==> src/rtl/mem_access_stage.sv <==
// MEM-stage controller: req/ack data-memory handshake, store lane alignment,
// load extension, pipeline stall generation and the MEM/WB pipeline register.
module mem_access_stage #(
  parameter int unsigned TIMEOUT = 255
) (
  input  logic        clk,
  input  logic        rst,
  input  logic [31:0] result,
  input  logic [31:0] write_data,
  input  logic [4:0]  RegDest,
  input  logic [3:0]  control_signals_M,
  input  logic [1:0]  control_signals_WB,
  output logic        dmem_req,
  output logic        dmem_we,
  output logic [31:0] dmem_addr,
  output logic [31:0] dmem_wdata,
  output logic [3:0]  dmem_be,
  input  logic        dmem_ack,
  input  logic [31:0] dmem_rdata,
  output logic        stall,
  output logic        mem_err,
  output logic [4:0]  RegDestOut,
  output logic [1:0]  control_signals_WB_out,
  output logic [31:0] result_out,
  output logic [31:0] read_data_out
);

  localparam logic [0:0] IDLE = 1'b0;
  localparam logic [0:0] BUSY = 1'b1;

  logic [0:0]  state;
  logic [31:0] cnt;
  logic [31:0] res_q;
  logic [4:0]  rd_q;
  logic [1:0]  wb_q;
  logic [1:0]  size_q;
  logic [1:0]  off_q;

  logic        mem_read, mem_write, mem_op, misaligned, aligned_op, timeout_hit;
  logic [1:0]  size, off;
  logic [3:0]  be_next;
  logic [31:0] wdata_next, load_ext;
  logic [15:0] half_sel;
  logic [7:0]  byte_sel;

  always_comb begin
    mem_read    = control_signals_M[0];
    mem_write   = control_signals_M[1];
    size        = control_signals_M[3:2];
    off         = result[1:0];
    mem_op      = mem_read | mem_write;
    misaligned  = ((size == 2'b00) && (off != 2'b00)) || ((size == 2'b01) && off[0]);
    aligned_op  = mem_op & ~misaligned;
    timeout_hit = (state == BUSY) && !dmem_ack && (TIMEOUT != 0) && (cnt == TIMEOUT - 1);
    // Low in the ack cycle so EX/MEM advances on the same edge MEM/WB captures the load
    stall       = ((state == IDLE) && aligned_op) ||
                  ((state == BUSY) && !dmem_ack && !timeout_hit);

    case (size)
      2'b00: begin
        be_next    = 4'b1111;
        wdata_next = write_data;
      end
      2'b01: begin
        be_next    = off[1] ? 4'b1100 : 4'b0011;
        wdata_next = {2{write_data[15:0]}};
      end
      default: begin
        be_next    = 4'b0001 << off;
        wdata_next = {4{write_data[7:0]}};
      end
    endcase

    half_sel = off_q[1] ? dmem_rdata[31:16] : dmem_rdata[15:0];
    byte_sel = dmem_rdata[{off_q, 3'b000} +: 8];
    case (size_q)
      2'b00:   load_ext = dmem_rdata;
      2'b01:   load_ext = {{16{half_sel[15]}}, half_sel};
      2'b10:   load_ext = {{24{byte_sel[7]}}, byte_sel};
      default: load_ext = {24'b0, byte_sel};
    endcase
  end

  always_ff @(posedge clk or negedge rst) begin
    if (!rst) begin
      state                  <= IDLE;
      cnt                    <= '0;
      dmem_req               <= 1'b0;
      dmem_we                <= 1'b0;
      dmem_addr              <= '0;
      dmem_wdata             <= '0;
      dmem_be                <= '0;
      mem_err                <= 1'b0;
      res_q                  <= '0;
      rd_q                   <= '0;
      wb_q                   <= '0;
      size_q                 <= '0;
      off_q                  <= '0;
      RegDestOut             <= '0;
      control_signals_WB_out <= '0;
      result_out             <= '0;
      read_data_out          <= '0;
    end else begin
      // MEM/WB defaults to a bubble; only completed ops and non-mem ops override
      mem_err                <= 1'b0;
      RegDestOut             <= '0;
      control_signals_WB_out <= '0;
      result_out             <= '0;
      read_data_out          <= '0;
      case (state)
        IDLE: begin
          if (aligned_op) begin
            state      <= BUSY;
            cnt        <= '0;
            dmem_req   <= 1'b1;
            dmem_we    <= mem_write;
            dmem_addr  <= {result[31:2], 2'b00};
            dmem_be    <= be_next;
            dmem_wdata <= wdata_next;
            res_q      <= result;
            rd_q       <= RegDest;
            wb_q       <= control_signals_WB;
            size_q     <= size;
            off_q      <= off;
          end else if (mem_op) begin
            mem_err <= 1'b1;
          end else begin
            RegDestOut             <= RegDest;
            control_signals_WB_out <= control_signals_WB;
            result_out             <= result;
          end
        end
        default: begin
          if (dmem_ack) begin
            state                  <= IDLE;
            cnt                    <= '0;
            dmem_req               <= 1'b0;
            RegDestOut             <= rd_q;
            control_signals_WB_out <= wb_q;
            result_out             <= res_q;
            read_data_out          <= dmem_we ? '0 : load_ext;
          end else if (timeout_hit) begin
            state    <= IDLE;
            cnt      <= '0;
            dmem_req <= 1'b0;
            mem_err  <= 1'b1;
          end else begin
            cnt <= cnt + 32'd1;
          end
        end
      endcase
    end
  end

endmodule

==> config.mk <==
export PLATFORM = sky130hd
export DESIGN_NAME = mem_access_stage
export DESIGN_NICKNAME = d
export VERILOG_FILES = /design/src/rtl/mem_access_stage.sv
export SDC_FILE = /design/constraint.sdc
export NUM_CORES = 1
export LEC_CHECK = 0
export ABC_AREA = 0
export ABC_CLOCK_PERIOD_IN_PS = 2000
export BUFFER_PORTS_ARGS = -buffer_cell sky130_fd_sc_hd__buf_2
export CELL_PAD_IN_SITES_DETAIL_PLACEMENT = 1
export CELL_PAD_IN_SITES_GLOBAL_PLACEMENT = 2
export CORE_MARGIN = 3
export CORE_UTILIZATION = 29
export DETAILED_ROUTE_END_ITERATION = 6
export GPL_TIMING_DRIVEN = 0
export PLACE_DENSITY_LB_ADDON = 0.1
export SLEW_MARGIN = 15
export SYNTH_ARGS = -nofsm -noshare
export SYNTH_HDL_FRONTEND = slang
export SYNTH_SLANG_ARGS = --single-unit
==> constraint.sdc <==
create_clock -name clk -period 2 [get_ports clk]
set_clock_uncertainty 0.2 [all_clocks]
set_input_delay 0.1 -clock clk [delete_from_list [all_inputs] [get_ports clk]]
set_output_delay 0.1 -clock clk [all_outputs]
set_load 0.01 [all_outputs]
==> results.txt <==
Worst-path fanout max: 2
Pre-CTS WS: -0.594 ns
Final Hold Viols: 0
Max-cap violations: 0
CP max stage cell: dfrtp_1
Worst vdd ir: 0.404 mV
Final Instance Area: 0.0121 mm²
Die area: 0.0302 mm²
Final core occ: 44.1%
Clk sinks: 184
Max_slew headroom: 44.6%
Initial drt markers: 273
Synth Register Bits: 184
Nets: 1246
RSZ-0062 raised after global routing: true
CP Class: reg -> out
Slew @ Worst Pin: 0.830 ns
Detailed Routing Iterations Pass 1: 4
Grt ovf: 0
Sequential area share after synthesis: 56.4%
Port Buffer Count: 249
Status: finished, violations left
Tot Pwr: 11.9 mW
Die W: 174 µm
Setup crit end kind: primary output
Post-DRT Antenna Nets: 0
Core Region: 0.0273 mm²
TritonCTS Buffers: 17
Final wirelength: 28.9 mm
Clk Latency, worst-skew pair: 0.43 ns
Worst-path cell chain: inv_1 -> ha_2 -> nor4bb_4 -> nand3_2 -> o311ai_4 -> nand2_2 -> buf_6
Via count: 7245
Final worst slack: -0.285 ns
CTS tree: yes
Worst path max stage delay: 0.39 ns
Placed cell area: 0.00996 mm²
FMAX: 438 MHz
Share of layout cells above drive strength 1: 37.8%
Ant. Diodes: 0
Tmin final: 2.29 ns
Wirelength per Cell: 19.0 µm
Root buffer cell: clkbuf_16
Mean Syn Cell Area: 11.0 µm²
Clk slew on worst S/H paths: 0.08 ns
Final setup vio count: 32
Final Cycle Share: 114%
Post-synthesis cell type count: 51
Critical path data required time: 1.70 ns
Vias in the first global route: 7863
Gpl congestion: 0.748
FP Rows: 60
Initial antenna violation count: 0
Pin count of the biggest net entering global routing: 99
P_leak: 5.75 nW
Power Density: 984 mW/mm²
Io pins: 253
Worst Hold Class: in -> async
Post-synthesis cell count: 741
Final Max Tran Viols: 0
DP HPWL: 20.1 mm
GR Util All Layers: 19.0%
Starting Density: 29.9%
Syn-to-layout area delta: 47.5%
Hold_ws: 0.0264 ns
Worst Path Arrival: 1.99 ns
First-pass GRT wire length: 45.7 mm
Mapped Area: 0.00817 mm²
Filler Cell Count: 3117
Die Y: 174 µm
# DRC: 0
Vias per cell: 4.77
H-tree Lvls: 4
Max clock buf depth: 2
Violations in the final reports: setup timing
Synth Warn #: 0
Startpoint types: register
-- layout by cell type (no fill, tap or decap), drive strengths merged, types with 7 or more instances in the layout --
cell type,netlist,routed
nand2b,9,9
clkbuf,30,38
or3,11,11
or4,8,8
nand3,12,12
mux2,47,47
mux2i,26,26
dfrtp,184,184
a22o,38,38
nor2b,7,7
clkinv,0,7
nand2,81,81
buf,21,294
a21oi,71,71
o21ai,42,42
mux4,8,8
o31ai,7,7
nor4,7,7
nor2,63,63
xor2,10,10
inv,7,15
nand4,12,12
dlygate4sd3,0,109
-- repair_timing --
| action | 4_1_cts | 5_1_grt |
|---|---|---|
| hold buffers | 109 | 0 |
| endpoints found under the hold margin | 237 | 0 |
| buffers inserted | 12 | 5 |
| setup endpoints to repair | 175 | 162 |
| pin swaps | 6 | 5 |
| cloned | 0 | 1 |
| gates resized for setup | 44 | 51 |
-- cells in the mapped netlist, drive strengths merged --
master	number	area, µm²
o21ai	42	210
dfrtp	184	4600
nor3	5	25.0
and4	4	37.5
buf	21	123
or4	8	60.1
conb	1	3.75
and2	4	26.3
nand4	12	90.1
nor2	63	236
a221oi	1	8.76
nor4b	1	8.76
o31ai	7	52.6
nor4bb	1	10.0
a21oi	71	359
a211o	1	8.76
and3	3	20.0
or2	1	6.26
or4b	1	10.0
nand3b	1	7.51
a21o	5	37.5
xor2	10	87.6
nand3	12	60.1
ha	2	25.0
xnor2	5	43.8
mux2	47	529
mux2i	26	260
a22o	38	333
clkbuf	30	113
mux4	8	180
or3	11	76.3
nand2	81	304
a32o	1	10.0
o311ai	1	16.3
nand2b	9	56.3
nor4	7	43.8
inv	7	26.3
a21boi	1	7.51
nor2b	7	43.8
o21a	1	7.51
-- critical path: cells and delay by family, from the launching register on --
kind | cells | cell delay [ns]
DFF | 1 | 0.39
adders and majority gates | 1 | 0.18
and+or+nand+nor | 3 | 0.48
buffers and inverters | 2 | 0.21
AOI/OAI and AO/OA | 1 | 0.31
-- registers in the layout (all words and copies together) (netlist names), 4 cells and up --
name / count
dmem_be: 4
rd_q: 5
cnt: 32
result_out: 32
RegDestOut: 5
res_q: 32
read_data_out: 32
dmem_wdata: 32
-- where the power goes --
group | switching (mW) | internal [mW]
sequential | 0.356 | 4.39
combinational | 1.95 | 1.61
clock | 1.80 | 1.74
total | 4.10 | 7.75
-- metrics by stage --
stage / setup TNS, ns / cells
3_5_place_dp: -53.77 / 1364
6_report: -5.94 / 1519
2_1_floorplan: -0.0531 / 742
5_1_grt: -9.59 / 1519
3_3_place_gp: -542.43 / 1363
4_1_cts: -7.70 / 1515
-- metal layers --
| metal | global-route usage, % | routed length (µm) | up-vias |
|---|---|---|---|
| met4 | 5.76 | 645 | 0 |
| met2 | 32.4 | 14100 | 170 |
| li1 | - | - | 3427 |
| met1 | 25.0 | 13100 | 3611 |
| met3 | 2.89 | 1070 | 37 |
| met5 | 0 | 0 | - |
-- cell type report --
class,count,area [µm²],share of cell area (%)
Sequential cell,184,4610,38.2
Timing Repair Buffer,377,2520,20.9
Clock buffer,17,425,3.53
Buffer,47,323,2.68
Inverter,7,26.3,0.218
Tap cell,372,465,3.86
Clock inverter,15,206,1.71
Multi-Input combinational cell,500,3470,28.8
-- final timing paths --
kind / from / endpoint / slack (ns) / cells after the start
max in group asynchronous: rst / dmem_be[2]$_DFFE_PN0P_ / 0.64 / 3
setup / recovery: cnt[0]$_DFFE_PN0P_ / stall / -0.29 / 7
hold reg to reg: dmem_wdata[11]$_DFFE_PN0P_ / dmem_wdata[11]$_DFFE_PN0P_ / 0.28 / 2
hold / removal: rst / read_data_out[29]$_DFF_PN0_ / 0.03 / 2
min in group clk: control_signals_M[2] / dmem_be[2]$_DFFE_PN0P_ / 0.03 / 4
setup reg to reg: cnt[0]$_DFFE_PN0P_ / cnt[24]$_DFFE_PN0P_ / -0.23 / 6
-- kinds of logic after synthesis --
family / synth area share [%]
other: 0.0459
and+or+nand+nor: 13.7
DFF: 56.4
AOI/OAI and AO/OA: 12.9
muxes: 11.9
adders and majority gates: 0.306
xor gates and xnor gates: 1.61
buffers and inverters: 3.20
Note: power is estimated with default switching activity, not from simulation.
